[src/rtl/line_clear_pkg.sv]
// Shared definitions for the line-clear stage: default board geometry,
// FSM state encoding and a helper for sizing the row pointer.
package line_clear_pkg;

  localparam int DEF_MEM_WIDTH  = 10;
  localparam int DEF_MEM_HEIGHT = 20;
  localparam int DEF_WIDTH      = 8;

  typedef enum logic [1:0] {
    ST_IDLE = 2'd0,
    ST_SCAN = 2'd1,
    ST_DONE = 2'd2
  } state_t;

  // Bits needed to index rows 0..height-1 (never less than one).
  function automatic int ptr_width(input int height);
    return (height > 1) ? $clog2(height) : 1;
  endfunction

endpackage

[src/rtl/line_clear_row_shift_down.sv]
// Combinational row removal: drops row `row` from the field, every row above
// it moves down by one and row 0 (the top) is refilled with zeros.
module row_shift_down
  import line_clear_pkg::*;
#(
  parameter int MEM_WIDTH  = DEF_MEM_WIDTH,
  parameter int MEM_HEIGHT = DEF_MEM_HEIGHT,
  parameter int PTR_W      = ptr_width(DEF_MEM_HEIGHT)
) (
  input  logic [MEM_WIDTH*MEM_HEIGHT-1:0] field,
  input  logic [PTR_W-1:0]                row,
  output logic [MEM_WIDTH*MEM_HEIGHT-1:0] shifted
);

  // Rows below the removed one keep their content; rows at or above it take
  // the row above; row 0 stays at the zero default.
  always_comb begin
    shifted = '0;
    for (int r = 0; r < MEM_HEIGHT; r++) begin
      if (PTR_W'(r) > row) begin
        shifted[r*MEM_WIDTH +: MEM_WIDTH] = field[r*MEM_WIDTH +: MEM_WIDTH];
      end else if (r > 0) begin
        shifted[r*MEM_WIDTH +: MEM_WIDTH] = field[(r-1)*MEM_WIDTH +: MEM_WIDTH];
      end
    end
  end

endmodule

[src/rtl/line_clear.sv]
// Line-elimination stage: takes a locked board, scans it bottom-up one row
// per cycle, collapses every full row and reports how many were removed,
// keeping a saturating running total for scoring.
module line_clear
  import line_clear_pkg::*;
#(
  parameter int MEM_WIDTH  = DEF_MEM_WIDTH,
  parameter int MEM_HEIGHT = DEF_MEM_HEIGHT,
  parameter int WIDTH      = DEF_WIDTH
) (
  input  logic                            clk,
  input  logic                            rst,
  input  logic                            start,
  input  logic [MEM_WIDTH*MEM_HEIGHT-1:0] field_in,
  output logic                            busy,
  output logic                            done,
  output logic [MEM_WIDTH*MEM_HEIGHT-1:0] field_out,
  output logic [WIDTH-1:0]                lines_cleared,
  output logic [WIDTH-1:0]                total_lines
);

  localparam int FW    = MEM_WIDTH * MEM_HEIGHT;
  localparam int PTR_W = ptr_width(MEM_HEIGHT);
  localparam logic [PTR_W-1:0] PTR_BOTTOM = PTR_W'(MEM_HEIGHT - 1);

  state_t             state, state_next;
  logic [PTR_W-1:0]   ptr, ptr_next;
  logic [FW-1:0]      field_q, field_next, field_shifted;
  logic [WIDTH-1:0]   lc_q, lc_next;
  logic [WIDTH-1:0]   total_q, total_next;
  logic               busy_q, busy_next;
  logic               done_q, done_next;
  logic               row_full;
  logic [WIDTH:0]     total_sum;

  row_shift_down #(
    .MEM_WIDTH  (MEM_WIDTH),
    .MEM_HEIGHT (MEM_HEIGHT),
    .PTR_W      (PTR_W)
  ) u_shift (
    .field   (field_q),
    .row     (ptr),
    .shifted (field_shifted)
  );

  // Reduction-AND of the row currently addressed by the scan pointer.
  always_comb begin
    row_full = 1'b0;
    for (int r = 0; r < MEM_HEIGHT; r++) begin
      if (PTR_W'(r) == ptr) begin
        row_full = &field_q[r*MEM_WIDTH +: MEM_WIDTH];
      end
    end
  end

  // One extra bit catches overflow so the running total can saturate.
  assign total_sum = {1'b0, total_q} + {1'b0, lc_q};

  // Next-state and datapath decisions for the IDLE/SCAN/DONE sequence.
  always_comb begin
    // NOTE: every target gets a default before the case so that no path
    // leaves a variable unassigned, which would otherwise infer a latch.
    state_next = state;
    ptr_next   = ptr;
    field_next = field_q;
    lc_next    = lc_q;
    total_next = total_q;
    busy_next  = busy_q;
    done_next  = 1'b0;

    case (state)
      ST_IDLE: begin
        if (start) begin
          field_next = field_in;
          ptr_next   = PTR_BOTTOM;
          lc_next    = '0;
          busy_next  = 1'b1;
          state_next = ST_SCAN;
        end
      end
      ST_SCAN: begin
        if (row_full) begin
          // Pointer stays put: the row that dropped in must be examined too.
          field_next = field_shifted;
          lc_next    = lc_q + WIDTH'(1);
        end else if (ptr != '0) begin
          ptr_next = ptr - PTR_W'(1);
        end else begin
          state_next = ST_DONE;
          done_next  = 1'b1;
        end
      end
      ST_DONE: begin
        busy_next  = 1'b0;
        total_next = total_sum[WIDTH] ? '1 : total_sum[WIDTH-1:0];
        state_next = ST_IDLE;
      end
      default: begin
        state_next = ST_IDLE;
      end
    endcase
  end

  // State and output registers with synchronous reset.
  always_ff @(posedge clk) begin
    // NOTE: sequential state uses non-blocking assignments so every register
    // samples the pre-edge values regardless of statement order.
    if (rst) begin
      state   <= ST_IDLE;
      ptr     <= PTR_BOTTOM;
      // NOTE: the field register is wide storage but is still reset, because
      // field_out must read as an empty board straight after reset.
      field_q <= '0;
      lc_q    <= '0;
      total_q <= '0;
      busy_q  <= 1'b0;
      done_q  <= 1'b0;
    end else begin
      state   <= state_next;
      ptr     <= ptr_next;
      field_q <= field_next;
      lc_q    <= lc_next;
      total_q <= total_next;
      busy_q  <= busy_next;
      done_q  <= done_next;
    end
  end

  assign busy          = busy_q;
  assign done          = done_q;
  assign field_out     = field_q;
  assign lines_cleared = lc_q;
  assign total_lines   = total_q;

endmodule
[config.mk]
export PLATFORM = sky130hd
export DESIGN_NAME = line_clear
export DESIGN_NICKNAME = d
export VERILOG_FILES = /design/src/rtl/line_clear_pkg.sv /design/src/rtl/line_clear_row_shift_down.sv /design/src/rtl/line_clear.sv
export SDC_FILE = /design/constraint.sdc
export NUM_CORES = 1
export LEC_CHECK = 0
export BUFFER_PORTS_ARGS = -buffer_cell sky130_fd_sc_hd__buf_2
export CORE_UTILIZATION = 25
export CTS_CLUSTER_SIZE = 40
export DETAILED_ROUTE_END_ITERATION = 10
export PLACE_DENSITY_LB_ADDON = 0.05
export SLEW_MARGIN = 40
export SYNTH_ARGS = -nofsm -noshare
export SYNTH_HDL_FRONTEND = slang
export SYNTH_HIERARCHICAL = 1
export SYNTH_SLANG_ARGS = --single-unit
[constraint.sdc]
create_clock -name clk -period 6.76 [get_ports clk]
set_clock_uncertainty 0.1 [all_clocks]
set_input_delay 1.352 -clock clk [delete_from_list [all_inputs] [get_ports clk]]
set_output_delay 1.352 -clock clk [all_outputs]
set_load 0.01 [all_outputs]
==> impl.org <==
** Status
- Outcome :: finished clean

** Yosys
- Sorting the synthesized cells by area gives the leading types as dfxtp_1 (34%), mux2_2 (16%), a311oi_1 (13%), nand2_1 (12%), nor2_1 (6.5%).
- The number of different library cells used by synthesis comes to 66.
- Summing every instance area after synthesis gives about 0.013 mm².
- Post-synthesis area per instance :: between 8 and 9 µm²
- Gate Count Post-Synth :: about 1,600
- Number of synthesized flops with an enable pin :: 0
- Fraction of registers with async set or reset after synthesis :: 0%
- Among all flip-flop cells after synthesis, the most frequent one is dfxtp_1.
- In this run, synthesis produced a sequential element count of roughly 230.
- Fraction of the yosys area taken by sequential cells :: 33.9%
- The largest total area in the synthesized netlist belongs to dfxtp_1.
- The share of synthesized area in the top cell type comes to about 34%.
- Yosys printed 6 warnings.

** Layout
- The library cell used most frequently in the layout, excluding fill and tap cells, is buf_2.
- Share of layout cells above drive strength 1 :: a little over a third
- Core utilization of the finished layout :: 32.2%
- Area overhead of the layout relative to synthesis :: 27.4%
- Most frequent cells in the layout :: buf_2 (419), nand2_1 (416), nor2_1 (230)
- Once layout is done, the placed cells without fillers occupy about 0.017 mm².
- The filler cells instantiated in the layout total around 5,800.
- NumNets Final :: 2,200

** Detailed routing
- After detailed routing, the average wire length per cell comes to between 20 and 25 µm.
- Detailed router's first-iteration violation count :: roughly 670
- Summed over all layers, the routed wires come to ~58,000 µm.
- Vias per std cell :: 5.04
- The pre-antenna-repair detailed-routing pass consisted of 5 iterations.
- The detail route stage leaves a number of antenna-violating nets equal to 0.
- Total number of vias :: ~14,000
- DRC violations left :: 0

** Worst setup path
- Launch point of the worst reg-to-reg path :: ptr[0]
- STA classifies the critical path startpoint as a flip-flop.
- Arrival @ worst endpoint :: 5170 ps
- Critical Setup Path Class :: reg -> reg
- Of all nets on the critical path, the largest fanout is between 100 and 150.
- STA puts the critical path data required time at just over 7000 ps.
- In this run the critical register-to-register path is captured at field_out[54].
- Endpoint of the most critical setup path :: field_out[54]
- Register-to-Register Setup Slack :: 1970 ps
- Tracing the worst setup path back leads to its startpoint at ptr[0].
- R2R cell count :: 11
- The worst setup path is captured at a flip-flop.

** GRT
- Overall routing resource usage :: 20.8%
- The first global-routing pass estimated a little under 90,000 µm of wire.
- Vias in the first global route :: ~13,000
- The number of antenna violations at the first check in global routing was 15.
- Global routing finished with a remaining overflow of 0.
- Entering global routing, the biggest net connects approximately 180 pins.

** Floorplan
- Row generation in the floorplan step produced 84 rows.
- Num ports :: between 400 and 500
- Floorplan Core Area :: 0.0526 mm²
- DIE HEIGHT :: 233 µm
- The initial utilization of the core area, before any placement, comes to 25.3%.
- The die is ~230 µm wide.
- Total die area :: ~0.054 mm²

** Pwr
- Proportion of power drawn by flip-flops and latches :: 38.6%
- IR Drop Worst-Case VDD :: around 0.19 mV
- Combinational logic is responsible for 22.1% of the overall power.
- The internal portion of the total power is roughly 3.0 mW.
- Clock power share :: around two fifths
- Power spread over the standard cell area amounts to ~260 mW/mm².
- Sw frac :: between 30% and 40%
- Reported leakage power :: 7.23 nW
- The analysis attributes to net switching a power of 1.48 mW.

** Timing
- Maximum clock rate :: approximately 0.21 GHz
- Subtracting the final worst setup slack from the clock period gives roughly 4800 ps.
- Share of the cycle needed by the critical path after routing :: 70.8%
- The final max-slew violation count came to 0.
- Setup repair after global routing left no endpoint under its margin.
- Total negative setup slack :: 0 ps
- Number of endpoints failing setup at the final stage :: 0
- Worst-Margin Slew :: 843 ps
- The worst pin sits at a relative slew slack of 43.6%.
- The count of endpoints failing hold in the final timing report came to 0.

** Placed design
- In this run the tool buffered the top-level ports with 420 buffer cells.
- Instance area at placement :: around 0.016 mm²
- Detailed placer's ending HPWL :: about 40,000 µm
- At the end of routability-driven placement, the weighted congestion stood at 0.790.

** Clocking
- H-Tree Level Count :: 1
- In this run the post-CTS setup repair buffer count came out at 0.
- TritonCTS built the clock tree.
- The cell sitting at the root of the clock tree is a clkbuf_16.
- Buffers inserted during clock tree synthesis total 31.
- The later pin in the worst-skew pair is clocked with a latency of 580 ps.
- The number of gates resized after CTS was 0.
- No sink is reached through more buffers than the 3 on the longest clock path.
- Hold repair after CTS inserted 0 buffers.
- Clock-pin slew on the worst setup and hold paths :: 60 ps
- Number of sinks on the clock net :: 225

** Hold path
- Type of the worst min-delay path :: reg -> reg

** Job
- Across the run, the number of max-cap violations was 0.
## through the flow
step	hold slack (ps)	power [mW]	setup slack [ps]	cells
after CTS	406	4.52	1960	2692
after detailed placement	397	2.75	1970	2635
final	399	4.46	1970	2702
after global routing	415	4.71	1560	2699
after floorplan	410	2.30	3690	1658
after global placement	382	2.73	2230	2634
## cells by family (layout without fill, tap and decap cells)
logic type,count (synthesis),after routing,synth area share [%]
flops,225,225,33.9
simple gates,766,766,23.9
mux,195,195,16.5
other cells,1,18,0.0282
xor+xnor,4,4,0.264
compound gates,279,279,18.1
fa+ha+maj,15,15,1.47
buf+inv,164,512,5.82
## worst min-delay path by stage
stage                     startpoint    to  slack, ps  depth (start not counted)
after floorplan                 busy  busy        410                          2
after global placement          busy  busy        380                          2
after detailed placement        busy  busy        400                          2
after CTS                       busy  busy        410                          2
after global routing            busy  busy        420                          2
final                           busy  busy        400                          2
## synth_stat cells, types with 3 or more instances
cell type  instances
nand2_1          416
nor2_1           230
dfxtp_1          225
a311oi_1         201
mux2_2           189
clkbuf_1          82
nand4_1           40
buf_2             39
buf_4             21
inv_1             18
nand3_1           16
ha_1              14
nor3_1            13
a21oi_1           11
a211oi_1          10
o21ai_0           10
nor4_1             8
nor2b_1            6
mux2i_1            5
nand2b_1           5
or3_1              5
a21o_1             4
a21oi_2            4
buf_6              4
or2_2              4
a31o_2             3
a31oi_1            3
a41o_1             3
and2_1             3
and4_1             3
nand4b_1           3
o311a_1            3
or4_1              3
## state kept, by name (all words and copies together), names as in the netlist
signal / cells
field_out: 200
lines_cleared: 8
total_lines: 8
ptr: 5
state: 2
busy: 1
done: 1
## critical path, stage by stage, from the launching register on
cell	delay [ps]
dfxtp_1	810
ha_1	710
nand4_1	180
nor3_1	240
a211oi_1	70
o21ai_0	590
nor3_1	240
a211oi_4	390
buf_12	370
buf_16	400
nor2_1	90
a311oi_1	260
## metal layers
| metal | share of wire [%] | wire length (µm) | track usage, % |
|---|---|---|---|
| met1 | 46 | 26600 | 28.3 |
| met2 | 46 | 26900 | 33.2 |
| met3 | 5.5 | 3220 | 3.96 |
| met4 | 2.2 | 1290 | 5.84 |
| met5 | 0.17 | 96 | 0 |
## area by class of cell
class | count | area [µm²] | area share [%]
Antenna cell | 8 | 20.0 | 0.118
Clock buffer | 51 | 1000 | 5.91
Clock inverter | 6 | 80.1 | 0.473
Inverter | 18 | 67.6 | 0.399
Multi-Input combinational cell | 1269 | 8080 | 47.7
Sequential cell | 225 | 4510 | 26.6
Tap cell | 688 | 861 | 5.08
Timing Repair Buffer | 437 | 2320 | 13.7
## power groups by stage
stage	sequential, mW	clock [mW]	combinational, mW
after detailed placement	1.76	0	0.990
after global routing	1.75	1.86	1.09
after CTS	1.73	1.80	0.993
after floorplan	1.72	0	0.578
final	1.72	1.75	0.984
after global placement	1.75	0	0.975
Note: power is estimated with default switching activity, not from simulation.
